==> config.mk <==
export PLATFORM = sky130hd
export DESIGN_NAME = fetch_unit
export DESIGN_NICKNAME = d
export VERILOG_FILES = /design/src/rtl/y86_pkg.sv /design/src/rtl/fetch_len_decode.sv /design/src/rtl/fetch_unit.sv
export SDC_FILE = /design/constraint.sdc
export NUM_CORES = 1
export LEC_CHECK = 0
export ABC_AREA = 1
export CAP_MARGIN = 30
export CORE_UTILIZATION = 45
export DETAILED_ROUTE_END_ITERATION = 8
export GPL_TIMING_DRIVEN = 0
export PLACE_DENSITY_LB_ADDON = 0.08
export RECOVER_POWER = 25
export SLEW_MARGIN = 20
export SYNTH_ARGS = -nofsm -noshare
export SYNTH_HDL_FRONTEND = slang
export SYNTH_HIERARCHICAL = 1
export SYNTH_SLANG_ARGS = --single-unit
==> constraint.sdc <==
create_clock -name CLK -period 3.54 [get_ports CLK]
set_input_delay 0.354 -clock CLK [delete_from_list [all_inputs] [get_ports CLK]]
set_output_delay 0.354 -clock CLK [all_outputs]
set_load 0.1 [all_outputs]
==> src/rtl/y86_pkg.sv <==
// Shared Y86-32 opcode constants and instruction-shape helpers used by fetch and decode.
package y86_pkg;

   localparam logic [3:0] I_HALT   = 4'h0;
   localparam logic [3:0] I_NOP    = 4'h1;
   localparam logic [3:0] I_RRMOVL = 4'h2;
   localparam logic [3:0] I_IRMOVL = 4'h3;
   localparam logic [3:0] I_RMMOVL = 4'h4;
   localparam logic [3:0] I_MRMOVL = 4'h5;
   localparam logic [3:0] I_OPL    = 4'h6;
   localparam logic [3:0] I_JXX    = 4'h7;
   localparam logic [3:0] I_CALL   = 4'h8;
   localparam logic [3:0] I_RET    = 4'h9;
   localparam logic [3:0] I_PUSHL  = 4'hA;
   localparam logic [3:0] I_POPL   = 4'hB;

   localparam logic [3:0] REG_NONE = 4'hF;

   typedef enum logic [2:0] {
      S_IDLE,
      S_OPC,
      S_REGS,
      S_CONST,
      S_DONE
   } fetch_state_e;

   function automatic logic valid_icode(input logic [3:0] ic);
      return ic <= I_POPL;
   endfunction

   function automatic logic has_regs(input logic [3:0] ic);
      case (ic)
         I_RRMOVL, I_IRMOVL, I_RMMOVL, I_MRMOVL,
         I_OPL, I_PUSHL, I_POPL: return 1'b1;
         default:                return 1'b0;
      endcase
   endfunction

   function automatic logic has_valc(input logic [3:0] ic);
      case (ic)
         I_IRMOVL, I_RMMOVL, I_MRMOVL, I_JXX, I_CALL: return 1'b1;
         default:                                     return 1'b0;
      endcase
   endfunction

   // Illegal opcodes occupy a single byte so the fault is reported without further reads.
   function automatic logic [3:0] instr_len(input logic [3:0] ic, input int unsigned valc_bytes);
      int unsigned n;
      n = 1;
      if (valid_icode(ic)) begin
         if (has_regs(ic)) n += 1;
         if (has_valc(ic)) n += valc_bytes;
      end
      return 4'(n);
   endfunction

endpackage

==> src/rtl/fetch_len_decode.sv <==
// Combinational icode classifier: legality, presence of register/constant bytes and total length.
module fetch_len_decode
   import y86_pkg::*;
#(
   parameter int VALC_BYTES = 4
) (
   input  logic [3:0] icode_i,
   output logic       valid_o,
   output logic       has_regs_o,
   output logic       has_valc_o,
   output logic [3:0] len_o
);

   assign valid_o    = valid_icode(icode_i);
   assign has_regs_o = has_regs(icode_i);
   assign has_valc_o = has_valc(icode_i);
   assign len_o      = instr_len(icode_i, VALC_BYTES);

endmodule

==> src/rtl/fetch_unit.sv <==
// Byte-serial Y86-32 instruction fetch: one byte per accepted mem_ready, done one cycle after the last byte.
// Memory stalls simply hold the current request; fetch_start is only honoured in IDLE.
module fetch_unit
   import y86_pkg::*;
#(
   parameter int ADDR_W     = 32,
   parameter int VALC_BYTES = 4
) (
   input  logic                    CLK,
   input  logic                    RESET,
   input  logic                    fetch_start,
   input  logic [ADDR_W-1:0]       pc,
   output logic                    busy,
   output logic                    fetch_done,
   output logic                    mem_rd,
   output logic [ADDR_W-1:0]       mem_addr,
   input  logic [7:0]              mem_rdata,
   input  logic                    mem_ready,
   input  logic                    mem_error,
   output logic [3:0]              icode,
   output logic [3:0]              ifun,
   output logic [3:0]              rA,
   output logic [3:0]              rB,
   output logic [8*VALC_BYTES-1:0] valC,
   output logic [ADDR_W-1:0]       valP,
   output logic                    instr_valid,
   output logic                    imem_error
);

   localparam int CW = (VALC_BYTES > 1) ? $clog2(VALC_BYTES) : 1;

   fetch_state_e            state_q, state_d;
   logic [ADDR_W-1:0]       base_q, base_d;
   logic [3:0]              off_q, off_d;
   logic [CW-1:0]           cidx_q, cidx_d;
   logic [3:0]              icode_q, icode_d, ifun_q, ifun_d;
   logic [3:0]              ra_q, ra_d, rb_q, rb_d;
   logic [8*VALC_BYTES-1:0] valc_q, valc_d;
   logic [ADDR_W-1:0]       valp_q, valp_d;
   logic                    valid_q, valid_d, err_q, err_d;

   logic [3:0] dec_icode, dec_len;
   logic       dec_valid, dec_regs, dec_valc;
   logic       accept, last;

   // The opcode byte is classified straight off the bus so the OPC exit decision needs no extra cycle.
   assign dec_icode = (state_q == S_OPC) ? mem_rdata[7:4] : icode_q;

   fetch_len_decode #(.VALC_BYTES(VALC_BYTES)) u_len_decode (
      .icode_i    (dec_icode),
      .valid_o    (dec_valid),
      .has_regs_o (dec_regs),
      .has_valc_o (dec_valc),
      .len_o      (dec_len)
   );

   assign busy       = (state_q == S_OPC) || (state_q == S_REGS) || (state_q == S_CONST);
   assign mem_rd     = busy;
   assign mem_addr   = mem_rd ? (base_q + ADDR_W'(off_q)) : '0;
   assign fetch_done = (state_q == S_DONE);
   assign accept     = mem_rd && mem_ready;
   assign last       = ((off_q + 4'd1) == dec_len);

   always_comb begin
      state_d = state_q;
      base_d  = base_q;
      off_d   = off_q;
      cidx_d  = cidx_q;
      icode_d = icode_q;
      ifun_d  = ifun_q;
      ra_d    = ra_q;
      rb_d    = rb_q;
      valc_d  = valc_q;
      valp_d  = valp_q;
      valid_d = valid_q;
      err_d   = err_q;
      case (state_q)
         S_IDLE: begin
            if (fetch_start) begin
               state_d = S_OPC;
               base_d  = pc;
               off_d   = '0;
               cidx_d  = '0;
               icode_d = '0;
               ifun_d  = '0;
               ra_d    = REG_NONE;
               rb_d    = REG_NONE;
               valc_d  = '0;
               valp_d  = '0;
               valid_d = 1'b0;
               err_d   = 1'b0;
            end
         end
         S_OPC, S_REGS, S_CONST: begin
            if (accept) begin
               off_d = off_q + 4'd1;
               if (mem_error) begin
                  // A faulting byte is counted in valP but its contents are discarded.
                  err_d   = 1'b1;
                  valid_d = 1'b0;
                  valp_d  = base_q + ADDR_W'(off_d);
                  state_d = S_DONE;
               end else begin
                  case (state_q)
                     S_OPC: begin
                        icode_d = mem_rdata[7:4];
                        ifun_d  = mem_rdata[3:0];
                        valid_d = dec_valid;
                     end
                     S_REGS: begin
                        ra_d = mem_rdata[7:4];
                        rb_d = mem_rdata[3:0];
                     end
                     default: begin
                        valc_d[8*int'(cidx_q) +: 8] = mem_rdata;
                        cidx_d                      = cidx_q + CW'(1);
                     end
                  endcase
                  if (last) begin
                     valp_d  = base_q + ADDR_W'(off_d);
                     state_d = S_DONE;
                  end else if (state_q == S_OPC && dec_regs) begin
                     state_d = S_REGS;
                  end else if (dec_valc) begin
                     state_d = S_CONST;
                  end else begin
                     state_d = S_DONE;
                  end
               end
            end
         end
         S_DONE:  state_d = S_IDLE;
         default: state_d = S_IDLE;
      endcase
   end

   always_ff @(posedge CLK or posedge RESET) begin
      if (RESET) begin
         state_q <= S_IDLE;
         base_q  <= '0;
         off_q   <= '0;
         cidx_q  <= '0;
         icode_q <= '0;
         ifun_q  <= '0;
         ra_q    <= REG_NONE;
         rb_q    <= REG_NONE;
         valc_q  <= '0;
         valp_q  <= '0;
         valid_q <= 1'b0;
         err_q   <= 1'b0;
      end else begin
         state_q <= state_d;
         base_q  <= base_d;
         off_q   <= off_d;
         cidx_q  <= cidx_d;
         icode_q <= icode_d;
         ifun_q  <= ifun_d;
         ra_q    <= ra_d;
         rb_q    <= rb_d;
         valc_q  <= valc_d;
         valp_q  <= valp_d;
         valid_q <= valid_d;
         err_q   <= err_d;
      end
   end

   assign icode       = icode_q;
   assign ifun        = ifun_q;
   assign rA          = ra_q;
   assign rB          = rb_q;
   assign valC        = valc_q;
   assign valP        = valp_q;
   assign instr_valid = valid_q;
   assign imem_error  = err_q;

endmodule

==> flow_summary_export.csv <==
group,metric,value,unit
cts,cts_buffers,17,
job,drv_cap,1,
synth,synth_top_area_share,40.5,%
cts,clk_pin_slew,0.06,ns
cts,cts-root-buf,"clkbuf_16",
floorplanning,start_util,46.4,%
synth,yosysWarningCount,6,
sta,max_freq,0.288,GHz
sta,min_period,3.47,ns
global_route,overflow,0,
cells_and_area,design_area,9560,µm²
critical_path,critPathArrivalTime,3.12,ns
synth,synthTopCellsByArea,"dfrtp_1 (41%), nand2_1 (16%), o21ai_0 (7.9%), nand3_1 (5.9%), inv_1 (5.5%)",
cts,clkSinkCount,123,
synth,yosys.area_share.adder,3.03,%
routing,vias,7138,
hold_path,hp-class,"input port to flip-flop",
global_route,grt_pass1_wl,35500,µm
floorplanning,die-area,16300,µm²
floorplanning,die_w,128,µm
placed_design,portBuffers,161,
cts,hold_buffers,0,
critical_path,path_class,"flip-flop to primary output",
floorplanning,coreArea,15300,µm²
synth,synth-simple-area-share,30.7,%
synth,yosysUniqueCellTypes,37,
critical_path,end_kind,"primary output",
critical_path,worst_setup_path_start_kind,"flip-flop",
floorplanning,die_y,128,µm
synth,synthMuxAreaShare,0,%
global_route,grt_pass1_vias,6559,
global_route,grt_max_degree,33,
synth,ys_seq_area_share,43.5,%
sta,grt_setup_unrepaired,"false",
routing,ant_nets,0,
cts,ctsLongestPathBuffers,2,
critical_path,cp_slowest_cell,"dlygate4sd2_1",
cells_and_area,fill_cells,1482,
sta,worst_slew_pin_slew,1.87,ns
floorplanning,placementRows,45,
placed_design,place_area,9120,µm²
synth,synth_top_cell_by_area,"dfrtp_1",
cells_and_area,drive_gt1_share,10.1,%
cells_and_area,n_antenna_cell,0,
floorplanning,ios,162,
synth,synth_top_family_by_area,"simple AND/OR/NAND/NOR gates",
synth,avgSynthCellArea,7.27,µm²
routing,via_per_inst,5.16,
synth,synth_compound_area_share,12.4,%
sta,fin_crit_sh,98.0,%
sta,hold_viol,0,
critical_path,crit_path_max_fanout,11,
critical_path,slowest_delay,0.88,ns
cts,insertion_delay,0.43,ns
run_status,status,"finished with violations",
global_route,antenna_found_initial,0,
routing,wl_per_cell,16.2,µm
placed_design,gp_congestion,0.921,
cells_and_area,fin_nets,1221,
routing,dr.pass1.iters,5,
cells_and_area,area_growth,34.6,%
cells_and_area,final_cell_mix,"nand2_1 (294), clkdlybuf4s50_1 (126), dfrtp_1 (115)",
placed_design,detailed_place_hpwl,17300,µm
cells_and_area,layout_commonest_cell,"nand2_1",
sta,setup_viol,0,
synth,synth_fp_nets,1037,
synth,synth.ff_latch_count,123,
routing,wirelength,22400,µm
critical_path,cp_top_family,"buffers and inverters",
cts,cts_tree,"done",
sta,maxSlewViolCount,32,
synth,synth-xor-area-share,2.84,%
critical_path,cp.required,3.19,ns
routing,drc_errors,0,
critical_path,cp_common_cell,"buf_2",
critical_path,crit_chain,"nor2_4, nor2_8, buf_2, buf_2, nand2_1, nor2_1, dlygate4sd2_1",
sta,finalClockSkew,0.00950,ns
routing,drt_iter0_markers,559,
cts,h-tree-depth,4,
synth,syn_area,7100,µm²
global_route,track_usage,28.9,%
synth,netlist_instances,976,
critical_path,critPathBufInv,3,
run_status,violations,"capacitance limit, slew limit",
critical_path,r2r_slack,0.49,ns
sta,timing.slew.headroom,-24.8,%
worst reg2reg max path, stage by stage (launching register included):
cell	delay, ns
dfrtp_1	0.43
inv_1	0.14
nand3_1	0.19
inv_1	0.13
o21ai_1	0.45
inv_1	0.11
nor2_2	0.12
nand2_1	0.07
o21ai_0	0.10
xnor2_1	0.14
nand2_1	0.06
nor2_1	0.10
nand2_1	0.11
nand2_1	0.13
nand3_1	0.21
buf_2	0.27
o21ai_0	0.19
synthesized netlist by cell type, drive strengths merged:
cell	number
nand4	8
xnor2	4
nor3	15
nand2	298
o22ai	1
conb	1
o21a	11
nand3	85
clkbuf	8
dfstp	8
inv	105
o31ai	1
dfrtp	115
o211ai	1
ha	14
a21oi	29
fa	2
a21boi	1
clkinv	1
o21ai	118
xor2	19
a32o	1
buf	17
nor2	113
timing repair:
action | in CTS | in global routing
buffers inserted | 0 | 0
resized for setup | 85 | 37
setup endpoints to repair | 33 | 45
hold endpoints to repair | 0 | 0
pin swaps | 0 | 1
state kept, by name, summed over array words and instances, names as in the netlist, 2 cells and up:
| register | cells |
|---|---|
| state_q | 3 |
| ifun | 4 |
| rA | 4 |
| off_q | 4 |
| icode | 4 |
| base_q | 32 |
| valP | 32 |
| rB | 4 |
| valC | 32 |
| cidx_q | 2 |
layer usage:
metal | share of wire [%] | routed length, µm | track usage (%) | vias to the layer above
met2 | 42 | 9480 | 40.9 | 265
li1 | - | - | - | 3522
met1 | 50 | 11100 | 45.0 | 3319
met5 | 0 | 0 | 0 | -
met4 | 1.7 | 385 | 9.41 | 0
met3 | 6.4 | 1450 | 3.94 | 32
path summary, 6_finish.rpt:
check	start	end	cells after the start
worst max-delay path	state_q[0]	mem_addr[5]	7
worst min register to register	valC[22]	valC[22]	2
min in group asynchronous	RESET	valP[4]	2
worst max register to register	state_q[2]	valP[17]	16
worst min-delay path	pc[2]	base_q[2]	3
max in group asynchronous	RESET	valC[11]	3
cell families (layout without fill, tap and decap cells):
group | count (synthesis) | after routing
AND/OR/NAND/NOR | 519 | 519
AO/OA/AOI/OAI | 163 | 163
buffers and inverters | 131 | 328
flip-flops | 123 | 123
XOR/XNOR | 23 | 23
adder cells (fa/ha/maj) | 16 | 16
other | 1 | 1
final cells by class:
| type | instances | area [µm²] | share of cell area, % |
|---|---|---|---|
| multi-input combinational | 722 | 3540 | 37.1 |
| sequential | 123 | 3090 | 32.3 |
| timing repair buffer | 165 | 1570 | 16.4 |
| clock buffer | 17 | 425 | 4.45 |
| inverter | 106 | 399 | 4.18 |
| tap | 211 | 264 | 2.76 |
| clock inverter | 15 | 139 | 1.45 |
| buffer | 25 | 131 | 1.37 |
per-stage QoR:
stage	hold WS, ns	TNS (ns)	cells	util [%]	worst slack (ns)
after floorplan	0.464	-0.0363	976	-	-0.0250
after global placement	0.462	-6.90	1348	58.9	-0.696
after detailed placement	0.465	-7.55	1352	59.5	-0.740
after CTS	0.367	0	1384	62.9	0.000276
after global routing	0.488	0	1384	62.4	0.00274
final	0.459	0	1384	62.4	0.0704
Power is not shown: default switching activity piles up to over one toggle a cycle in this logic, so the estimate is an artifact.
==> RTL edit: new RTL, same settings <==
`VALC_BYTES` is set to 4 in 2 places; all go to 16.
--- a/src/rtl/fetch_len_decode.sv
+++ b/src/rtl/fetch_len_decode.sv
@@ -2,7 +2,7 @@
 module fetch_len_decode
    import y86_pkg::*;
 #(
-   parameter int VALC_BYTES = 4
+   parameter int VALC_BYTES = 16
 ) (
    input  logic [3:0] icode_i,
    output logic       valid_o,
--- a/src/rtl/fetch_unit.sv
+++ b/src/rtl/fetch_unit.sv
@@ -4,7 +4,7 @@
    import y86_pkg::*;
 #(
    parameter int ADDR_W     = 32,
-   parameter int VALC_BYTES = 4
+   parameter int VALC_BYTES = 16
 ) (
    input  logic                    CLK,
    input  logic                    RESET,
Ports: changed (resized valC); port bits go from 162 to 258. The function was not compared with the original's and may differ.
==> RTL edit against the original RTL <==
The flow still finishes with violations (max-capacitance violations, max-slew violations). Setup slack better by 0.022 ns. Count of clock-buffer cells in the layout is 16 higher. Non-clock buffer count is 138 higher. Final area is 64% higher. Worst hold slack worse by 0.26 ns. Wire length is 80% higher. Sequential cell count is 98 higher. Area after synthesis is 64% higher.
==> RTL edit: results <==
[cts]
htree_levels = 1
cts_buffers = 25
clkLatencyLatePin_ns = 0.52

[setup_path]
regToRegEndpoint = valP[11]
r2r_setup_slack_ns = 0.33
crit_arrival_ns = 3.09

[grt]
antenna_found_initial = 1
grt_pass1_wl_um = 62200
met2_usage_pct = 46.1
met1_usage_pct = 45.0
grt_use_met3_pct = 5.86
track_usage_pct = 30.6

[timing]
slew_viol_final = 57
relSlewSlack_pct = -9.72
fin_skew_ns = 0.00788

[worst_hold_path]
hold_path.class = in2async

[flow_run]
maxCapViolations = 2

[status]
status = finished with violations
failed_checks = max-capacitance violations, max-slew violations

[logic_synthesis]
synth_area_leaders = dfrtp_1, nand2_1, nand3_1
synthTopCellsByCount = nand2_1, nand3_1, dfrtp_1
seq_area_frac_synth_pct = 47.6
synthDistinctLibCells = 43

[drt]
route.met3.wl_um = 3580
viasPerCell = 5.40
met2_length_um = 17700
m1WireLength_um = 18200
vias = 11900
drtIter0Drc = 1109

[place]
dpl.hpwl_um = 31200
place_area_mm2 = 0.0150

[cells_and_area]
fin_nets = 1918
stdcell_area_mm2 = 0.0157
drive_above_1_share_pct = 9.50
[RTL edit: changes by cell type after synthesis, sizes merged, moves of 4 or more]
cell	change
a21oi	-12
buf	+18
clkbuf	+15
dfrtp	+98
inv	+7
nand2	+256
nand3	+138
nand4	+23
nor2	+34
nor3	+26
o21ai	-21
xor2	-4
[RTL edit: cells by family after synthesis]
| family | Yosys count | synth area share [%] |
|---|---|---|
| AO/OA/AOI/OAI | 130 | 5.96 |
| buffers and inverters | 172 | 5.93 |
| other | 1 | 0.0322 |
| adder cells (fa/ha/maj) | 15 | 1.74 |
| flip-flops | 221 | 47.6 |
| XOR/XNOR | 17 | 1.34 |
| AND/OR/NAND/NOR | 1004 | 37.4 |
[RTL edit: cell type report]
type	count	share of cell area (%)
sequential	221	35.3
multi-input combinational	1168	35.1
timing repair buffer	271	17.5
clock buffer	33	4.43
inverter	114	2.74
tap	330	2.63
buffer	57	1.75
clock inverter	10	0.558
antenna	1	0.0159
[RTL edit: where the power goes]
part	internal (mW)	switching (mW)
Sequential	3.01	0.469
Combinational	1.65	6.29
Clock	1.45	1.05
[RTL edit: worst max-delay path, cell delays in order, from the launching register on]
cell and delay [ns]:
dfrtp_1 0.45, nor2_4 0.30, clkbuf_1 0.38, clkdlybuf4s15_2 0.55
clkdlybuf4s15_1 0.89
[RTL edit: how the worst min path moves through the flow]
stage / end / slack, ns / depth (start not counted)
6_report: valP[25] / 0.20 / 2
5_1_grt: valP[25] / 0.22 / 2
4_1_cts: valP[25] / 0.09 / 2
3_5_place_dp: valC[54] / 0.46 / 2
3_3_place_gp: valC[5] / 0.46 / 2
2_1_floorplan: base_q[0] / 0.46 / 2
[RTL edit: repair_timing]
action,CTS,global route
endpoints found under the setup margin,45,58
endpoints found under the hold margin,0,0
gates resized for setup,109,41
